**config.mk**
```make
export PLATFORM = sky130hd
export DESIGN_NAME = div_iter
export DESIGN_NICKNAME = d
export VERILOG_FILES = /design/src/rtl/div_iter_pkg.sv /design/src/rtl/div_iter.sv
export SDC_FILE = /design/constraint.sdc
export NUM_CORES = 1
export LEC_CHECK = 0
export ABC_CLOCK_PERIOD_IN_PS = 6600
export CELL_PAD_IN_SITES_DETAIL_PLACEMENT = 1
export CELL_PAD_IN_SITES_GLOBAL_PLACEMENT = 1
export CORE_MARGIN = 1.5
export CORE_UTILIZATION = 30
export CTS_CLUSTER_DIAMETER = 200
export DETAILED_ROUTE_END_ITERATION = 7
export GPL_ROUTABILITY_DRIVEN = 0
export PLACE_DENSITY = 0.71
export RECOVER_POWER = 25
export SYNTH_ARGS = -nofsm -noshare
export SYNTH_HDL_FRONTEND = slang
export SYNTH_SLANG_ARGS = --single-unit
```
**constraint.sdc**
```tcl
create_clock -name clk -period 6.6 [get_ports clk]
set_input_delay 0.99 -clock clk [delete_from_list [all_inputs] [get_ports clk]]
set_output_delay 0.99 -clock clk [all_outputs]
set_load 0.1 [all_outputs]
```
**src/rtl/div_iter_pkg.sv**
```systemverilog
// Shared definitions for the iterative radix-2 restoring divider: state encodings and
// handshake levels.
package div_iter_pkg;

    typedef enum logic [1:0] {
        DivIdle   = 2'b00,
        DivByZero = 2'b01,
        DivOn     = 2'b10,
        DivEnd    = 2'b11
    } div_state_e;

    localparam logic DivResultReady    = 1'b1;
    localparam logic DivResultNotReady = 1'b0;
    localparam logic DivStart          = 1'b1;
    localparam logic DivStop           = 1'b0;

    // Range of result_o at the current 32-bit core width.
    localparam int unsigned DoubleRegBusMsb = 63;
    localparam int unsigned DoubleRegBusLsb = 0;

endpackage

```
**src/rtl/div_iter.sv**
```systemverilog
// Multi-cycle radix-2 restoring divider, one quotient bit per clock, signed/unsigned.
// Optional macro DIV_ZERO_FLAG_EN adds div_zero_o to tag divide-by-zero results.
module div_iter
    import div_iter_pkg::*;
#(
    parameter int unsigned DATA_W = 32
) (
    input  logic                  clk,
    input  logic                  rst,
    input  logic                  signed_div_i,
    input  logic [DATA_W-1:0]     opdata1_i,
    input  logic [DATA_W-1:0]     opdata2_i,
    input  logic                  start_i,
    input  logic                  cancel_i,
`ifdef DIV_ZERO_FLAG_EN
    output logic                  div_zero_o,
`endif
    output logic [2*DATA_W-1:0]   result_o,
    output logic                  ready_o,
    output logic                  busy_o
);

    localparam int unsigned CNT_W = $clog2(DATA_W) + 1;

    div_state_e            r_state;
    div_state_e            w_state_next;
    logic [CNT_W-1:0]      r_cnt;
    logic [DATA_W-1:0]     r_dividend;
    logic [DATA_W-1:0]     r_divisor;
    logic [DATA_W-1:0]     r_rem;
    logic                  r_quo_sign;
    logic                  r_rem_sign;
    logic                  r_ready;
    logic [2*DATA_W-1:0]   r_result;

    logic                  w_op1_neg;
    logic                  w_op2_neg;
    logic [DATA_W-1:0]     w_op1_abs;
    logic [DATA_W-1:0]     w_op2_abs;
    logic [DATA_W:0]       w_shift;
    logic [DATA_W:0]       w_sub;
    logic                  w_fits;
    logic [DATA_W-1:0]     w_rem_next;
    logic [DATA_W-1:0]     w_quo_next;
    logic [DATA_W-1:0]     w_quo_fix;
    logic [DATA_W-1:0]     w_rem_fix;
    logic                  w_last;

    assign w_op1_neg = signed_div_i & opdata1_i[DATA_W-1];
    assign w_op2_neg = signed_div_i & opdata2_i[DATA_W-1];
    assign w_op1_abs = w_op1_neg ? -opdata1_i : opdata1_i;
    assign w_op2_abs = w_op2_neg ? -opdata2_i : opdata2_i;

    // Partial remainder stays below the divisor, so the top bit of the (DATA_W+1)-bit
    // difference is set exactly when the trial subtract goes negative.
    assign w_shift    = {r_rem, r_dividend[DATA_W-1]};
    assign w_sub      = w_shift - {1'b0, r_divisor};
    assign w_fits     = ~w_sub[DATA_W];
    assign w_rem_next = w_fits ? w_sub[DATA_W-1:0] : w_shift[DATA_W-1:0];
    assign w_quo_next = {r_dividend[DATA_W-2:0], w_fits};
    assign w_quo_fix  = r_quo_sign ? -w_quo_next : w_quo_next;
    assign w_rem_fix  = r_rem_sign ? -w_rem_next : w_rem_next;
    assign w_last     = (r_cnt == CNT_W'(DATA_W - 1));

    always_ff @(posedge clk or negedge rst) begin
        if (!rst) begin
            r_state <= DivIdle;
        end else begin
            r_state <= w_state_next;
        end
    end

    always_comb begin
        w_state_next = r_state;
        if (cancel_i) begin
            w_state_next = DivIdle;
        end else begin
            unique case (r_state)
                DivIdle: begin
                    if (start_i == DivStart) begin
                        w_state_next = (opdata2_i == '0) ? DivByZero : DivOn;
                    end
                end
                DivByZero: w_state_next = DivEnd;
                DivOn: begin
                    if (w_last) begin
                        w_state_next = DivEnd;
                    end
                end
                DivEnd: begin
                    if (start_i == DivStop) begin
                        w_state_next = DivIdle;
                    end
                end
                default: w_state_next = DivIdle;
            endcase
        end
    end

    always_comb begin
        busy_o   = (r_state != DivIdle);
        ready_o  = r_ready;
        result_o = r_result;
    end

`ifdef DIV_ZERO_FLAG_EN
    logic r_div_zero;

    assign div_zero_o = r_div_zero & r_ready;
`endif

    always_ff @(posedge clk or negedge rst) begin
        if (!rst) begin
            r_cnt      <= '0;
            r_dividend <= '0;
            r_divisor  <= '0;
            r_rem      <= '0;
            r_quo_sign <= 1'b0;
            r_rem_sign <= 1'b0;
            r_ready    <= DivResultNotReady;
            r_result   <= '0;
`ifdef DIV_ZERO_FLAG_EN
            r_div_zero <= 1'b0;
`endif
        end else if (cancel_i) begin
            // Abort keeps the last published result.
            r_ready <= DivResultNotReady;
`ifdef DIV_ZERO_FLAG_EN
            r_div_zero <= 1'b0;
`endif
        end else begin
            case (r_state)
                DivIdle: begin
                    r_ready <= DivResultNotReady;
`ifdef DIV_ZERO_FLAG_EN
                    r_div_zero <= 1'b0;
`endif
                    if (start_i == DivStart) begin
                        r_cnt      <= '0;
                        r_rem      <= '0;
                        r_quo_sign <= w_op1_neg ^ w_op2_neg;
                        r_rem_sign <= w_op1_neg;
                        if (opdata2_i == '0) begin
                            r_dividend <= opdata1_i;
                            r_divisor  <= '0;
                        end else begin
                            r_dividend <= w_op1_abs;
                            r_divisor  <= w_op2_abs;
                        end
                    end
                end
                DivByZero: begin
                    r_result <= {r_dividend, {DATA_W{1'b1}}};
`ifdef DIV_ZERO_FLAG_EN
                    r_div_zero <= 1'b1;
`endif
                end
                DivOn: begin
                    r_rem      <= w_rem_next;
                    r_dividend <= w_quo_next;
                    r_cnt      <= r_cnt + CNT_W'(1);
                    if (w_last) begin
                        r_result <= {w_rem_fix, w_quo_fix};
                    end
                end
                DivEnd: begin
                    // Ready rises on the first edge spent in END and drops when start goes.
                    r_ready <= (start_i == DivStart) ? DivResultReady : DivResultNotReady;
                end
                default: r_ready <= DivResultNotReady;
            endcase
        end
    end

endmodule

```
==> qor.txt <==
Row Count: 75
Power per cell area: 607 mW/mm2
Critical path class: register to register
Final Hold Viols: 0
Post-CTS setup repair buffer count: 0
Worst r2r src: r_dividend[31]
Num Clock Sinks: 171
CP max-delay cell: or4_1
# DRC: 0
Max cap viols: 1
Post-synth EDFFs: 0
Setup Viol. Count Final: 0
Hold path depth: 2
Via Count: 12493
WL final: 45700 um
RSZ-0062 raised after global routing: no
Delay-heaviest family, CP: simple AND/OR/NAND/NOR gates
DIE AREA: 0.0439 mm2
Starting density of the core: 30.4%
DPL Wire Length: 34400 um
Hold path startpoint: r_quo_sign
Vias in the first global route: 12559
Critical Path Sink Type: register
Slew Viols, Final: 53
DR iter-0 viols: 712
Pin count of the biggest net entering global routing: 92
Synthesized area per cell: 7.78 um2
Clock latency on the worst-skew pair: 0.45 ns
Die Wd: 209 um
Synth Instances: 1643
Crit path DAT: 5.98 ns
Die extent in y: 209 um
Setup tns final: 0 ns
FMAX: 0.177 GHz
Fin crit share: 85.8%
WP data required: 6.92 ns
Post-synth top flop: dfrtp_1
Layout cells sized above 1: 5.10%
Critical Path Fanout Max: 36
Worst Reg-to-Reg Cells: 21
WHS Endpoint: r_quo_sign
Synth warn: 0
Root Driver: clkbuf_16
Final net count: 1822
LEAKAGE: 6.15 nW
CTS Buf Count: 17
CP cell instances: inv_1, ha_1, fa_1, nor2b_1, o2111ai_1, and4bb_2, o21ai_2, a21oi_2, xnor2_4, inv_2, nor2_1, a21oi_1, ha_1, inv_1, nor4_1, nand2_1, mux2i_1, nand2_1, o41ai_4, nor3_1, or4_1
Asr flop ratio synth: 100%
Post-synth net total: 1754
Clk pwr share: 11.0%
Buffers on Ports: 134
Logic gate share of total power: 68.0%
Resize count post-CTS: 0
Slowest stage delay, CP: 0.52 ns
Buf/Inv on CP: 3
Rel. slew slack: -104%
Sw Ratio: 57.8%
Switching power: 5.29 mW
DRT Pass-1 Iters: 5
Startpoint types: register
Worst Max-Slew Pin Slew: 3.06 ns
GR Util All Layers: 20.6%
Hold Worst Slack: 0.477 ns
Drt wl/cell: 20.2 um
Library cells used by synthesis: 80
Final worst path period need: 5.66 ns
Htree depth: 4
Sequential group share of total power: 21.0%
Worst Skew: 0.0165 ns
Syn-to-layout area delta: 17.9%
Initial antenna violation count: 1
Hold crit path type: register to register
Vias per cell: 5.52
CTS tree: done
Ports: 135
Sequential fraction of the synthesis area: 33.5%
Core ar.: 0.0420 mm2
Antenna-violating nets left: 0
Mapped Area: 0.0128 mm2
First-pass GRT wire length: 71600 um
Flops & latches, synth: 171
Worst VDD drop: 0.251 mV
Internal reg-to-reg setup slack: 0.94 ns
Status: finished, violations left
Clock transition at path regs: 0.07 ns
Reg2Reg Capture Point: result_o[62]
Internal: 3.86 mW
Failing checks: max-capacitance violations, max-slew violations
Remaining Overflow, GRT: 0
Max clock buf depth: 2
Hold_buf cts: 0
-- worst reg2reg max path, stage by stage (launching register included) --
cell       delay [ns]
dfrtp_1          0.41
inv_1            0.08
ha_1             0.24
fa_1             0.43
nor2b_1          0.16
o2111ai_1        0.14
and4bb_2         0.29
o21ai_2          0.30
a21oi_2          0.15
xnor2_4          0.16
inv_2            0.51
nor2_1           0.09
a21oi_1          0.28
ha_1             0.23
inv_1            0.09
nor4_1           0.37
nand2_1          0.10
mux2i_1          0.33
nand2_1          0.27
o41ai_4          0.31
nor3_1           0.09
or4_1            0.52
-- metal layers --
layer	vias to the layer above	global-route usage, %	routed length [um]
met1	6268	28.1	21600
met2	229	34.5	21800
li1	5958	-	-
met3	36	2.66	1710
met5	-	0	12
met4	2	5.23	606
-- worst max-delay path by stage --
stage | start | to | cells after the start
finish | r_dividend[31] | result_o[62] | 21
global route | r_dividend[31] | result_o[62] | 21
CTS | r_dividend[31] | result_o[62] | 21
detailed placement | r_dividend[31] | result_o[62] | 21
global placement | r_dividend[31] | result_o[62] | 21
floorplan | r_dividend[31] | result_o[62] | 24
-- kinds of logic after synthesis --
group | synth area share (%)
and+or+nand+nor | 21.1
adders and majority gates | 4.17
AOI/OAI and AO/OA | 24.2
DFF | 33.5
buffers and inverters | 5.27
muxes | 2.25
xor gates and xnor gates | 9.53
-- placed cells by master, fill, tap and decap left out, types with 6 or more instances in the layout --
master and instances:
a21o_1 8, nor3b_1 7, dfrtp_1 171, o21ai_0 161, o21a_1 7, inv_1 62
ha_1 40, xnor2_1 54, a31oi_1 16, nand4_1 16, nand3_1 24, nor2_1 185
nor2b_1 10, clkbuf_16 17, or3_1 20, or2_2 9, o31ai_1 30, nand2b_1 13
clkdlybuf4s50_1 132, nor3_1 28, buf_4 15, and3_1 6, nor4_1 14, o22ai_1 28
a21oi_1 189, mux2i_1 24, nand2_1 201, or4_1 20, o41ai_1 7, and2_1 9
xor2_1 82
-- power groups by stage --
stage,logic [mW],clock network (mW),registers [mW]
4_1_cts,6.20,1.02,1.92
2_1_floorplan,3.40,0,2.97
3_3_place_gp,6.06,0,1.92
6_report,6.22,1.01,1.93
5_1_grt,6.69,1.06,1.99
3_5_place_dp,6.16,0,1.94
-- sequential cells by signal, indices dropped and copies added (netlist names) --
name	count
r_divisor	32
result_o	64
r_state	2
r_dividend	32
r_rem_sign	1
r_quo_sign	1
r_rem	32
ready_o	1
r_cnt	6
-- metrics by stage --
stage          std cells  total power [mW]  setup slack, ns  utilization [%]  instance area (um2)
2_1_floorplan       1643              6.38             1.42                -                12800
3_3_place_gp        2231              7.98             1.24             34.5                14500
3_5_place_dp        2231              8.10             1.02             34.5                14500
4_1_cts             2263              9.14             1.03             35.9                15100
5_1_grt             2263              9.73            0.493             35.9                15100
6_report            2264              9.15            0.939             35.9                15100
-- final cells by class --
type / count / area, um2
inverters: 64 / 240
fillers: 5062 / 27000
clock inverters: 12 / 100
clock buffers: 20 / 467
flip-flops and latches: 171 / 4280
multi-input cells: 1307 / 7860
diodes: 1 / 2.50
repair buffers: 150 / 1450
well taps: 539 / 674
-- cell usage after synthesis (all sizes together) (8+ instances only) --
master	count	area [um2]
a21o	8	60.1
nor3	28	140
nor2	187	702
nand2	201	754
or2	9	56.3
nand2b	13	81.3
a31oi	16	100
inv	63	236
o22ai	28	175
xor2	82	718
nand4	16	100
or3	20	125
o31ai	30	225
or4	22	173
mux2i	25	254
a21oi	192	972
ha	41	513
buf	26	151
and2	10	62.6
dfrtp	171	4280
xnor2	55	500
o41ai	10	121
nor4	14	87.6
nor2b	12	82.6
clkbuf	75	283
o21ai	167	843
nand3	24	120
Power figures use the tool's default switching activity.
